### src/rtl/bp_trace_pkg.sv
// Trace packet layout and shared constants for the branch-trace delta encoder.
// The commit packet carries the PC in its low bits with opaque metadata above it.
package bp_trace_pkg;

  localparam int unsigned pkt_width_gp         = 64;
  localparam int unsigned count_width_gp       = 14;
  localparam int unsigned payload_width_gp     = 48;
  localparam int unsigned type_msb_gp          = 63;
  localparam int unsigned type_lsb_gp          = 62;
  localparam int unsigned count_msb_gp         = 61;
  localparam int unsigned count_lsb_gp         = 48;
  localparam int unsigned payload_msb_gp       = 47;
  localparam int unsigned ovf_bit_gp           = 47;
  localparam int unsigned RUN_MAX              = 16383;
  localparam int unsigned commit_meta_width_gp = 32;

  typedef enum logic [1:0] {
    trace_none_e  = 2'b00,
    trace_sync_e  = 2'b01,
    trace_delta_e = 2'b10,
    trace_run_e   = 2'b11
  } trace_type_e;

  typedef struct packed {
    trace_type_e                 typ;
    logic [count_width_gp-1:0]   count;
    logic [payload_width_gp-1:0] payload;
  } trace_pkt_s;

endpackage

### src/rtl/bp_trace_fifo.sv
// Shift-register FIFO: the head always lives in slot 0, so the output comes straight from a flop.
module bp_trace_fifo #(
  parameter int unsigned width = 64,
  parameter int unsigned els   = 4
) (
  input  logic             clk,
  input  logic             rst,
  input  logic             enq,
  input  logic [width-1:0] enq_data,
  input  logic             deq,
  output logic [width-1:0] head,
  output logic             full,
  output logic             empty
);

  localparam int unsigned cnt_w_lp = $clog2(els + 1);
  localparam int unsigned idx_w_lp = $clog2(els);

  logic [width-1:0]    mem [els];
  logic [cnt_w_lp-1:0] cnt;
  logic [cnt_w_lp-1:0] cnt_nxt;
  logic [cnt_w_lp-1:0] wr_slot;
  logic                do_enq;
  logic                do_deq;

  assign do_enq  = enq & ~full;
  assign do_deq  = deq & ~empty;
  assign wr_slot = do_deq ? cnt - cnt_w_lp'(1) : cnt;
  assign cnt_nxt = cnt + cnt_w_lp'(do_enq) - cnt_w_lp'(do_deq);
  assign head    = mem[0];

  always_ff @(posedge clk or posedge rst) begin
    if (rst) begin
      cnt   <= '0;
      full  <= 1'b0;
      empty <= 1'b1;
      for (int i = 0; i < els; i++) mem[i] <= '0;
    end else begin
      if (do_deq) begin
        for (int i = 0; i < els - 1; i++) mem[i] <= mem[i+1];
      end
      // Write after the shift so a simultaneous pop lands the new entry one slot lower.
      if (do_enq) mem[idx_w_lp'(wr_slot)] <= enq_data;
      cnt   <= cnt_nxt;
      full  <= (cnt_nxt == cnt_w_lp'(els));
      empty <= (cnt_nxt == '0);
    end
  end

endmodule

### src/rtl/bp_trace_delta_encoder.sv
// Branch-trace delta encoder: compresses committed PCs into SYNC / DELTA / RUN packets
// and queues them for a consumer, dropping (and flagging overflow) when the queue is full.
module bp_trace_delta_encoder
  import bp_trace_pkg::*;
#(
  parameter  int unsigned trace_width_p             = 64,
  parameter  int unsigned pc_width_p                = 40,
  parameter  int unsigned fifo_els_p                = 4,
  parameter  int unsigned sync_period_p             = 256,
  localparam int unsigned bp_be_commit_pkt_width_lp = commit_meta_width_gp + pc_width_p
) (
  input  logic                                 clk_i,
  input  logic                                 reset_i,
  input  logic                                 trace_en_i,
  input  logic [bp_be_commit_pkt_width_lp-1:0] commit_pkt_i,
  input  logic                                 commit_v_i,
  input  logic                                 commit_ready_i,
  output logic [trace_width_p-1:0]             trace_data_o,
  output logic                                 trace_v_o,
  input  logic                                 trace_ready_i,
  output logic                                 trace_drop_o
);

  localparam int unsigned sync_cnt_w_lp = $clog2(sync_period_p) + 1;

  logic [pc_width_p-1:0]     pc;
  logic [pc_width_p-1:0]     delta;
  logic [pc_width_p-1:0]     last_pc, last_pc_nxt;
  logic [count_width_gp-1:0] run_cnt, run_nxt, run_inc;
  logic [sync_cnt_w_lp-1:0]  sync_cnt, sync_nxt;
  logic                      need_sync, need_nxt;
  logic                      ovf_r, ovf_nxt;
  logic                      fire, seq, force_sync;
  logic                      emit, is_sync, drop;
  logic                      fifo_full, fifo_empty;
  trace_pkt_s                pkt;
  trace_pkt_s                head;
  logic                      unused_meta;

  assign unused_meta = ^commit_pkt_i[bp_be_commit_pkt_width_lp-1:pc_width_p];

  assign pc         = commit_pkt_i[pc_width_p-1:0];
  assign fire       = commit_v_i & commit_ready_i & trace_en_i;
  assign seq        = (pc == last_pc + pc_width_p'(4));
  assign force_sync = need_sync | (sync_cnt == sync_cnt_w_lp'(sync_period_p - 1));
  assign delta      = pc - last_pc;
  assign run_inc    = run_cnt + count_width_gp'(1);

  // Packet selection and tracking-state update for one commit.
  always_comb begin
    pkt         = '0;
    emit        = 1'b0;
    is_sync     = 1'b0;
    last_pc_nxt = last_pc;
    run_nxt     = run_cnt;
    sync_nxt    = sync_cnt;
    need_nxt    = need_sync | ~trace_en_i;
    ovf_nxt     = ovf_r;
    if (fire) begin
      last_pc_nxt = pc;
      if (force_sync) begin
        emit        = 1'b1;
        is_sync     = 1'b1;
        pkt.typ     = trace_sync_e;
        pkt.count   = run_cnt;
        pkt.payload = {ovf_r, ovf_bit_gp'(pc)};
        sync_nxt    = '0;
        need_nxt    = 1'b0;
      end else begin
        sync_nxt = sync_cnt + sync_cnt_w_lp'(1);
        if (!seq) begin
          emit        = 1'b1;
          pkt.typ     = trace_delta_e;
          pkt.count   = run_cnt;
          pkt.payload = {{(payload_width_gp - pc_width_p){delta[pc_width_p-1]}}, delta};
        end else if (run_inc == count_width_gp'(RUN_MAX)) begin
          emit      = 1'b1;
          pkt.typ   = trace_run_e;
          pkt.count = count_width_gp'(RUN_MAX);
        end else begin
          run_nxt = run_inc;
        end
      end
      if (emit) begin
        run_nxt = '0;
        // A lost packet breaks the decoder's PC chain, so the next packet must resynchronise.
        if (fifo_full) begin
          need_nxt = 1'b1;
          ovf_nxt  = 1'b1;
        end else if (is_sync) begin
          ovf_nxt = 1'b0;
        end
      end
    end
  end

  assign drop = emit & fifo_full;

  always_ff @(posedge clk_i or posedge reset_i) begin
    if (reset_i) begin
      last_pc      <= '0;
      run_cnt      <= '0;
      sync_cnt     <= '0;
      need_sync    <= 1'b1;
      ovf_r        <= 1'b0;
      trace_drop_o <= 1'b0;
    end else begin
      last_pc      <= last_pc_nxt;
      run_cnt      <= run_nxt;
      sync_cnt     <= sync_nxt;
      need_sync    <= need_nxt;
      ovf_r        <= ovf_nxt;
      trace_drop_o <= drop;
    end
  end

  bp_trace_fifo #(
    .width(pkt_width_gp),
    .els  (fifo_els_p)
  ) fifo (
    .clk     (clk_i),
    .rst     (reset_i),
    .enq     (emit & ~fifo_full),
    .enq_data(pkt),
    .deq     (trace_ready_i),
    .head    (head),
    .full    (fifo_full),
    .empty   (fifo_empty)
  );

  assign trace_v_o = ~fifo_empty;

  always_comb begin
    trace_data_o                              = '0;
    trace_data_o[type_msb_gp:type_lsb_gp]     = head.typ;
    trace_data_o[count_msb_gp:count_lsb_gp]   = head.count;
    trace_data_o[payload_msb_gp:0]            = head.payload;
  end

endmodule

### config.mk
export PLATFORM = sky130hd
export DESIGN_NAME = bp_trace_delta_encoder
export DESIGN_NICKNAME = d
export VERILOG_FILES = /design/src/rtl/bp_trace_pkg.sv /design/src/rtl/bp_trace_fifo.sv /design/src/rtl/bp_trace_delta_encoder.sv
export SDC_FILE = /design/constraint.sdc
export NUM_CORES = 1
export LEC_CHECK = 0
export ABC_AREA = 1
export CORE_MARGIN = 3
export CORE_UTILIZATION = 35
export CTS_BUF_LIST = sky130_fd_sc_hd__clkbuf_4 sky130_fd_sc_hd__clkbuf_8
export CTS_CLUSTER_SIZE = 25
export DETAILED_ROUTE_END_ITERATION = 12
export PLACE_DENSITY_LB_ADDON = 0.08
export SYNTH_ARGS = -nofsm -noshare
export SYNTH_HDL_FRONTEND = slang
export SYNTH_SLANG_ARGS = --single-unit
export TNS_END_PERCENT = 50
### constraint.sdc
create_clock -name clk_i -period 15.8 [get_ports clk_i]
set_clock_uncertainty 0.1 [all_clocks]
set_input_delay 3.16 -clock clk_i [delete_from_list [all_inputs] [get_ports clk_i]]
set_output_delay 3.16 -clock clk_i [all_outputs]
set_load 0.01 [all_outputs]
* Word-level counts from Yosys, hierarchy flattened
Index checks and enable logic that the tools add are counted.
Word-level totals: bits in registers 327, bits of input ports 78, output and inout port bits 66
Operators by class: add/sub/neg operators 7, order comparisons 2, equality and inequality tests 6, multiplexer cells 29, bitwise gates (word level) 12, reductions and logical operators 6
Operators by type and width (number):
- 256-bit bitwise mux | 1
- 256-bit two-way mux | 1
- 192-bit two-way mux | 1
- 64-bit two-way mux | 3
- 64-bit demux with 2-bit select | 1
- 14-bit two-way mux | 4
- 48-bit two-way mux | 1
- 40-bit by 3-bit adder with 40-bit output, second input constant | 1
- 40-bit equality test | 1
- 40-bit subtractor | 1
- 16-bit two-way mux | 2
- 14-bit by 1-bit adder with 14-bit output, second input constant | 1
- 14-bit equality test, second input constant | 1
- 1-bit two-way mux | 13
- 9-bit by 1-bit adder with 9-bit output, second input constant | 1
- 9-bit by 8-bit equality test with 1-bit output, second input constant | 1
- 9-bit two-way mux | 1
- 1-bit bitwise AND | 6
- 2-bit by 1-bit != test with 1-bit output, second input constant | 2
- 4-bit AND reduction | 1
- 2-bit nonzero test | 2
- 3-bit by 1-bit adder with 3-bit output | 1
- 3-bit equality test, second input constant | 1
- 3-bit >= comparator, second input constant | 1
- 10 further kinds | 13

* Longest topological paths before layout
Gate-level depths: netlist (run 1).
word-level depth 12, gate-level depth with buffers 23, gate-level depth less buffers 21

* Hierarchy
A second synthesis (run 1) with hierarchy kept.
Second synthesis, totals: cell total of the unflattened synthesis 3238, area total of the unflattened synthesis 21653.3 um^2
Modules (own cells, without submodules):
- bp_trace_fifo | instances 1, cells each 1688, area an instance 12783.5 um^2, seq. area each 6532.5 um^2
- bp_trace_delta_encoder | instances 1, cells each 1550, area an instance 8869.8 um^2, seq. area each 1652.8 um^2

* Worst setup path before layout (run 1)
Ideal clock, no wire load.
kind input-to-reg, start input port commit_pkt_i[2], end register fifo.full, library setup time 0.088 ns, arrival 5.986 ns, setup slack 9.625 ns, stages 21, buffers on the path 2, path through ha_1 inv_1 nand3_1 nor2_1 nand3_1 nor2_1 nand2_1 nor2_1 nand2_1 nor2_1 nand2_1 nor2_4 nand4_2 nand3_2 buf_6 inv_2 buf_2 ha_1 fa_1 xor2_1 nor3b_1
On the way: longest elaborated chain between the ends 10
RTL lines:
- from (decl) | RTL line bp_trace_delta_encoder.sv:15 | input logic [bp_be_commit_pkt_width_lp-1:0] commit_pkt_i,
- 40-bit equality test | RTL line bp_trace_delta_encoder.sv:44 | assign seq = (pc == last_pc + pc_width_p'(4));
- 1-bit two-way mux | RTL line bp_trace_delta_encoder.sv:71 | if (!seq) begin
- 1-bit two-way mux | RTL line bp_trace_delta_encoder.sv:61 | if (force_sync) begin
- 1-bit two-way mux (2 in series) | RTL line bp_trace_delta_encoder.sv:59 | if (fire) begin
- 1-bit bitwise AND | RTL line bp_trace_delta_encoder.sv:123 | .enq (emit & ~fifo_full),
- 1-bit bitwise AND | RTL line bp_trace_fifo.sv:26 | assign do_enq = enq & ~full;
- 3-bit by 1-bit adder with 3-bit output | RTL line bp_trace_fifo.sv:29 | assign cnt_nxt = cnt + cnt_w_lp'(do_enq) - cnt_w_lp'(do_deq);
- 3-bit by 1-bit subtractor with 3-bit output | RTL line bp_trace_fifo.sv:29
- via fifo.cnt_nxt[2] | RTL line bp_trace_fifo.sv:21 | logic [cnt_w_lp-1:0] cnt_nxt;
- 3-bit equality test | RTL line bp_trace_fifo.sv:45 | full <= (cnt_nxt == cnt_w_lp'(els));
- to (signal assigned) | RTL line bp_trace_fifo.sv:45
- to (decl) | RTL line bp_trace_fifo.sv:12 | output logic full,
The timed path passes the listed nets, and every way through them passes these cells. The select of a mux whose other input is x is not followed. A chain may end at the register's enable or synchronous reset.

* Worst setup path in the final report (run 1)
start input port trace_ready_i, end register fifo.mem[156] in the netlist's numbering
On the way: longest elaborated chain between the ends 9, elaborated cells between the ends (all ways) 11
RTL lines:
- from (decl) | RTL line bp_trace_delta_encoder.sv:20 | input logic trace_ready_i,
- 1-bit bitwise AND * | RTL line bp_trace_fifo.sv:27 | assign do_deq = deq & ~empty;
- 2-bit two-way mux | RTL line bp_trace_fifo.sv:28 | assign wr_slot = do_deq ? cnt - cnt_w_lp'(1) : cnt;
- 2-bit NOT with 3-bit output (implied by the code) | RTL line bp_trace_fifo.sv:43 | if (do_enq) mem[idx_w_lp'(wr_slot)] <= enq_data;
- 3-bit >= comparator (implied by the code) or 3-bit by 1-bit < comparator with 1-bit output (tied branches) | RTL line bp_trace_fifo.sv:43
- 1-bit logical AND (implied by the code) | RTL line bp_trace_fifo.sv:43
- 64-bit two-way mux (implied by the code) | RTL line bp_trace_fifo.sv:43
- 64-bit demux with 2-bit select | RTL line bp_trace_fifo.sv:43
- 256-bit bitwise mux | RTL line bp_trace_fifo.sv:43
- 256-bit two-way mux * | RTL line bp_trace_fifo.sv:43
- to (signal, indexed assignment) | RTL line bp_trace_fifo.sv:43
- to (decl) | RTL line bp_trace_fifo.sv:19 | logic [width-1:0] mem [els];
Every way passes the cells marked *; elsewhere a longest branch is shown, timed or not.

==> parameters.txt, run 1 <==
Parameter                              Value

Outcome
  Run status    finished, final reports clean

Drt
  Met2 wire length    35.9 mm
  Detailed-router iteration count before antenna repair    5
  Vias after detailed routing    21.2k
  Total met3 wirelength after detailed routing    3.65 mm
  Via density per instance    4.97
  Top Layer Used    met4
  Detailed Route WL    76.3 mm
  Average wire per cell in the routed design    17.9 um
  First-iteration detailed-routing DRC count    1,438
  Number of nets still failing antenna checks after routing    0
  Total DRC errors in the routed layout    0
  Detailed-routing wirelength on met1    34.4 mm

Timing
  Worst slew margin relative to its limit    0.241
  Transition time at the pin with the least slew margin    1.14 ns
  Max Clk Rate    136 MHz
  Setup TNS    0 ns
  Period minus WS final    7.35 ns
  Worst hold margin    0.371 ns
  Number of pins exceeding their max-slew limit in the final report    0
  Final critical-path share of the clock period    0.465
  Total of endpoints with negative setup slack in the final report    0
  Hold violation total from the final report    0
  Unrepaired setup endpoints after global routing    no

Clocking
  Clock tree sinks    321
  Library cell used as clock root buffer    sky130_fd_sc_hd__clkbuf_8
  Max clock buf depth    3
  Number of buffers created by CTS    66
  CTS clk-pin slew, worst paths    0.05 ns
  Cts repair resizes    0
  Clock tree from TritonCTS    built
  Count of hold-fix buffers inserted at cts    0
  Clock latency on the worst-skew pair    0.64 ns
  Post-CTS setup-driven buffer insertion count    0
  CTS HTree Levels    3

Critical path
  CP delay by family, top    buffers and inverters
  Endpoint kind of the worst setup timing path    register
  Register-to-Register Setup Slack    10.85 ns
  Critical Path Fanout Max    108
  Reg2reg path depth    15
  Kind of critical path    input pin to register
  CP Buf/Inv Count    9
  Capture point of the worst reg-to-reg path    fifo.mem[75]$_DFF_PP0_
  Worst EP arrival    7.76 ns
  Worst flop-to-flop path startpoint    sync_cnt[1]$_DFFE_PP0P_
  Dominant cell type by count on the critical path    sky130_fd_sc_hd__buf_4
  Crit path from    trace_ready_i
  Highest cell delay on the worst timing path    0.82 ns
  Slowest stage cell, crit path    sky130_fd_sc_hd__buf_4
  Launching element type of the critical path    input pin
  Critical Path, Cell by Cell    clkdlybuf4s50_1 -> nand2_4 -> inv_2 -> buf_4 -> nand2_1 -> xor2_2 -> buf_4 -> inv_1 -> buf_4 -> nor2_1 -> inv_1 -> nor2_4 -> buf_4 -> inv_1 -> nand2_1 -> nand2_1
  Required time of the worst setup path    16.21 ns

Run
  Max_cap viols    0

GRT
  Via count of the first global-routing pass    20.6k
  Final global-route overflow total    0
  Pin count of the biggest net entering global routing    157
  Number of antenna violations at the first check in global routing    0
  Wire length of the first global-routing pass    119 mm
  Overall routing resource usage    0.228

Logic synthesis
  Post-Synthesis Cell Area    22,100 sq um
  FFs w/ async S/R, synth    1.00
  Number of enable-type register cells in the synthesized netlist    0
  Most instantiated flip-flop cell in the synthesis netlist    sky130_fd_sc_hd__dfrtp_1
  Post-Synthesis Net Count    3,522
  Number of register bits inferred by synthesis    321
  Number of library cell types mapped by synthesis    49
  Number of instances in the synthesized netlist    3,396
  Per-instance average area after synthesis    6.52 sq um
  Sequential area share after synthesis    0.363
  Synth warn    0

Cells and area
  Layout area overhead    11.7%
  Share of post-route cells with drive strength above 1    0.0504
  Final Instance Area    24,700 sq um
  Count of nets after finishing    3,513
  Most frequent cells in the layout    sky130_fd_sc_hd__nand2_1 (1,403), sky130_fd_sc_hd__o21ai_0 (377), sky130_fd_sc_hd__inv_1 (334)
  Antenna diode instance count    0
  Most frequent standard cell in the layout excluding fill and tap cells    sky130_fd_sc_hd__nand2_1

Floorplanning
  Row cnt    91
  Vertical extent of the die    258 um
  Chip Width    258 um
  Starting density of the core    0.356
  Total die area    66,300 sq um
  I/O pin count    144
  Std-Cell Core Area    62,200 sq um

Place
  Port-buffer cells    111
  RD Place Congestion    0.898
  Post-DP HPWL    52.8 mm
  DP Area    23,400 sq um

Pwr
  Power Density    150 nW/um^2
  Total Power Consumption    3.70 mW
  Worst IR drop on VDD    88.9 uV
  Leak    12.3 nW

Worst hold path
  Kind of path behind the tightest hold check    register to register
  Worst hold path stage count    2
==> synthesized netlist by cell type, types with 21 or more instances <==
cell type                  instances  area share
sky130_fd_sc_hd__nand2_1        1404        0.24
sky130_fd_sc_hd__o21ai_0         377       0.085
sky130_fd_sc_hd__inv_1           339       0.057
sky130_fd_sc_hd__dfrtp_1         319        0.36
sky130_fd_sc_hd__nor2_1          184       0.031
sky130_fd_sc_hd__nand3_1         177       0.040
sky130_fd_sc_hd__clkbuf_1         94       0.016
sky130_fd_sc_hd__buf_4            67       0.023
sky130_fd_sc_hd__a21oi_1          65       0.015
sky130_fd_sc_hd__ha_1             46       0.026
sky130_fd_sc_hd__xor2_1           46       0.018
sky130_fd_sc_hd__o21bai_1         42       0.014
sky130_fd_sc_hd__buf_2            27      0.0061
sky130_fd_sc_hd__nor3_1           27      0.0061
sky130_fd_sc_hd__nand4_1          22      0.0062
sky130_fd_sc_hd__xnor2_1          21      0.0083
==> worst max-delay path by stage <==
stage / to / slack [ns] / cells after the start
after CTS: fifo.mem[152]$_DFF_PP0_ / 8.41 / 16
after global placement: fifo.mem[158]$_DFF_PP0_ / 7.72 / 16
after global routing: fifo.mem[152]$_DFF_PP0_ / 8.02 / 16
after detailed placement: fifo.mem[156]$_DFF_PP0_ / 7.73 / 16
after floorplan: async pin / 3.66 / 1
final: fifo.mem[156]$_DFF_PP0_ / 8.45 / 16
==> cells by family after synthesis <==
family                     count (synthesis)  synth area share
AOI/OAI and AO/OA                        532             0.129
and+or+nand+nor                         1871             0.341
buffers and inverters                    554             0.110
DFF                                      321             0.363
muxes                                      2          0.000904
adders and majority gates                 48            0.0278
xor gates and xnor gates                  68            0.0275
==> per-layer routing <==
layer	GRT usage	vias up
li1	-	10634
met1	0.302	9960
met2	0.384	501
met3	0.0327	130
met4	0.0764	0
met5	0	-
==> area by class of cell <==
cell class,instances,area (sq um)
clock buffers,103,1290
clock inverters,9,67.6
fillers,6723,37400
inverters,346,1310
multi-input cells,2521,11700
flip-flops and latches,321,8040
well taps,837,1050
repair buffers,131,1270
==> where the power goes <==
| group | total, mW | internal, mW | switching [mW] |
|---|---|---|---|
| Clock | 0.914 | 0.516 | 0.398 |
| Sequential | 1.26 | 1.11 | 0.151 |
| Combinational | 1.52 | 0.541 | 0.980 |
==> worst reg2reg max path, stage by stage, from the launching register on <==
cell	delay, ns
sky130_fd_sc_hd__dfrtp_1	0.39
sky130_fd_sc_hd__ha_1	0.20
sky130_fd_sc_hd__nand2_1	0.09
sky130_fd_sc_hd__nor3_1	0.06
sky130_fd_sc_hd__and3_1	0.15
sky130_fd_sc_hd__ha_1	0.18
sky130_fd_sc_hd__nor2_2	0.10
sky130_fd_sc_hd__buf_4	0.44
sky130_fd_sc_hd__inv_1	0.34
sky130_fd_sc_hd__nor2_1	0.71
sky130_fd_sc_hd__clkinv_1	0.78
sky130_fd_sc_hd__a22oi_1	0.77
sky130_fd_sc_hd__nand2_1	0.23
sky130_fd_sc_hd__o21ai_0	0.22
sky130_fd_sc_hd__nand2_1	0.07
sky130_fd_sc_hd__nand2_1	0.09
==> through the flow <==
step / cells / setup slack [ns] / util
2_1_floorplan: 3396 / 3.66 / -
3_3_place_gp: 4156 / 7.72 / 0.376
3_5_place_dp: 4156 / 7.73 / 0.376
4_1_cts: 4268 / 8.41 / 0.398
5_1_grt: 4268 / 8.02 / 0.398
6_report: 4268 / 8.45 / 0.398
Note: power is estimated with default switching activity, not from simulation.
==> run 2, diff against run 1 <==
clock period = 6.2 ns   (was 15.8 ns; I/O delays follow)
==> run 2 against run 1 <==
Sequential power grew to 2.5 times the previous value. Critical path type unchanged. Total power grew to 2.6 times the previous value. Routed wire length fell by 0.48%. Global-route usage barely moved. Flip-flop and latch count unchanged. Worst setup slack worse by 7.0 ns. Via count up 0.75%. Clock power rose to 2.6 times the previous value. Combinational power rose to 2.6 times the previous value. Final area grew 0.65%. Non-clock buffer count rose by 12.
==> parameters.txt, run 2 (synthesis gave the netlist of run 1 again) <==
Parameter                              Value

Drt
  First-iteration detailed-routing DRC count    1,605 (was 1,438)
  Via density per instance    4.99 (was 4.97)
  Vias after detailed routing    21.4k (was 21.2k)
  Number of nets still failing antenna checks after routing    0 (unchanged)
  Detailed-router iteration count before antenna repair    6 (was 5)
  Detailed Route WL    75.9 mm (was 76.3 mm)
  Total DRC errors in the routed layout    0 (unchanged)
  Average wire per cell in the routed design    17.7 um (was 17.9 um)

Critical path
  Dominant cell type by count on the critical path    sky130_fd_sc_hd__nor2_1 (was sky130_fd_sc_hd__buf_4)
  Kind of critical path    input pin to register (unchanged)
  Worst EP arrival    5.11 ns (was 7.76 ns)
  Critical Path, Cell by Cell    clkdlybuf4s50_1 -> inv_1 -> ha_1 -> nand3_1 -> nor2_1 -> nand3_1 -> nor2_1 -> nand2_1 -> nor2_1 -> nand2_1 -> nor2_1 -> nand2_1 -> nor2_4 -> nand4_2 -> nand3_4 -> nor2_4 -> buf_4 -> o21ai_0 (was clkdlybuf4s50_1 -> nand2_4 -> inv_2 -> buf_4 -> nand2_1 -> xor2_2 -> buf_4 -> inv_1 -> buf_4 -> nor2_1 -> inv_1 -> nor2_4 -> buf_4 -> inv_1 -> nand2_1 -> nand2_1)
  Required time of the worst setup path    6.58 ns (was 16.21 ns)
  CP Buf/Inv Count    3 (was 9)
  CP delay by family, top    simple AND/OR/NAND/NOR gates (was buffers and inverters)
  Highest cell delay on the worst timing path    0.78 ns (was 0.82 ns)
  Critical Path Fanout Max    67 (was 108)
  Endpoint kind of the worst setup timing path    register (unchanged)
  Slowest stage cell, crit path    sky130_fd_sc_hd__buf_4 (unchanged)
  Launching element type of the critical path    input pin (unchanged)

Pwr
  Leak    12.3 nW (about the same)
  Worst IR drop on VDD    319 uV (was 88.9 uV)
  Power Density    380 nW/um^2 (was 150 nW/um^2)
  Total Power Consumption    9.45 mW (was 3.70 mW)

Worst hold path
  Kind of path behind the tightest hold check    register to register (unchanged)

Timing
  Unrepaired setup endpoints after global routing    no (unchanged)
  Hold violation total from the final report    0 (unchanged)
  Transition time at the pin with the least slew margin    1.05 ns (was 1.14 ns)
  Max Clk Rate    211 MHz
  Worst hold margin    0.369 ns (was 0.371 ns)
  Post-route setup slack    1.46 ns (was 8.45 ns)
  Setup TNS    0 ns (unchanged)
  Worst slew margin relative to its limit    0.299 (was 0.241)
  Total of endpoints with negative setup slack in the final report    0 (unchanged)
  Number of pins exceeding their max-slew limit in the final report    0 (unchanged)
  Period minus WS final    4.74 ns
  Final critical-path share of the clock period    0.764

GRT
  Overall routing resource usage    0.228 (about the same)
  Wire length of the first global-routing pass    119 mm (about the same)
  Pin count of the biggest net entering global routing    248 (was 157)
  Number of antenna violations at the first check in global routing    1 (was 0)
  Via count of the first global-routing pass    20.6k (about the same)
  Final global-route overflow total    0 (unchanged)

Cells and area
  Count of nets after finishing    3,525 (was 3,513)
  Most frequent cells in the layout    sky130_fd_sc_hd__nand2_1 (1,403), sky130_fd_sc_hd__o21ai_0 (377), sky130_fd_sc_hd__inv_1 (334) (unchanged)
  Layout area overhead    12.4% (was 11.7%)
  Count of filler cells inserted in the layout    6,794 (was 6,723)
  Share of post-route cells with drive strength above 1    0.0543 (was 0.0504)
  Total area of sequential cells    8040 sq um (unchanged)
  Most frequent standard cell in the layout excluding fill and tap cells    sky130_fd_sc_hd__nand2_1 (unchanged)
  Area of the multi-input gates    11,700 sq um (unchanged)

Place
  RD Place Congestion    0.888 (was 0.898)
  Worst setup timing slack at the placement stage    0.766 ns (was 7.73 ns)
  Post-DP HPWL    52.3 mm (was 52.8 mm)
  Port-buffer cells    111 (unchanged)

Clocking
  Library cell used as clock root buffer    sky130_fd_sc_hd__clkbuf_8 (unchanged)
  Max clock buf depth    3 (unchanged)
  Clock tree from TritonCTS    built (unchanged)
  Clock tree sinks    321 (unchanged)
  Clock latency on the worst-skew pair    0.65 ns (was 0.64 ns)
  Cts repair resizes    0 (unchanged)
  Number of buffers created by CTS    66 (unchanged)
  CTS HTree Levels    3 (unchanged)
  Count of hold-fix buffers inserted at cts    0 (unchanged)
  CTS clk-pin slew, worst paths    0.06 ns (was 0.05 ns)
  Post-CTS setup-driven buffer insertion count    0 (unchanged)

Floorplanning
  Std-Cell Core Area    62,200 sq um (unchanged)
  I/O pin count    144 (unchanged)
  Starting density of the core    0.356 (unchanged)
  Total die area    66,300 sq um (unchanged)
  Row cnt    91 (unchanged)
  Vertical extent of the die    258 um (unchanged)
  Chip Width    258 um (unchanged)

Run
  Max_cap viols    0 (unchanged)

Outcome
  Run status    finished, final reports clean (unchanged)
-- run 2: changes by cell type in the layout (fill, tap and decap cells not counted), sizes merged --
cell,delta
inv,+1
buf,+12
diode,+1
clkinv,+1
-- run 2: final timing paths --
path / slack [ns] / from / end / depth (start not counted)
max: 1.46 / commit_pkt_i[0] / register / 18
min: 0.37 / sync_cnt[7]$_DFFE_PP0P_ / sync_cnt[7]$_DFFE_PP0P_ / 1
max reg2reg: 1.61 / last_pc[2]$_DFFE_PP0P_ / register / 15
min reg2reg: 0.37 / sync_cnt[7]$_DFFE_PP0P_ / sync_cnt[7]$_DFFE_PP0P_ / 1
max in group asynchronous: 4.01 / reset_i / last_pc[26]$_DFFE_PP0P_ / 3
min in group asynchronous: 0.86 / reset_i / fifo.head[40]$_DFF_PP0_ / 2
-- run 2: power breakdown --
group,total [mW],switching (mW),internal [mW],leakage (nW)
clock,2.34,1.03,1.31,0.723
combinational,3.90,2.50,1.40,7.54
sequential,3.21,0.380,2.83,4.08
-- run 2: area by class of cell --
class,instances,area share
inverters,346,0.0524
well taps,837,0.0421
diodes,1,0.000101
multi-input cells,2521,0.471
clock inverters,11,0.00387
flip-flops and latches,321,0.323
repair buffers,143,0.0573
clock buffers,103,0.0509
-- run 2: layer usage --
layer,track usage,part of all wire,wire length (um),vias up
met3,0.0349,0.045,3380,104
li1,-,-,-,10663
met4,0.0590,0.023,1760,0
met2,0.390,0.48,36600,446
met1,0.301,0.45,34200,10171
met5,0,0,0,-
-- run 2: through the flow --
stage / std cells / utilization / cell area [sq um]
3_5_place_dp: 4168 / 0.378 / 23500
2_1_floorplan: 3396 / - / 22100
5_1_grt: 4283 / 0.400 / 24900
3_3_place_gp: 4168 / 0.378 / 23500
6_report: 4283 / 0.400 / 24900
4_1_cts: 4282 / 0.400 / 24900
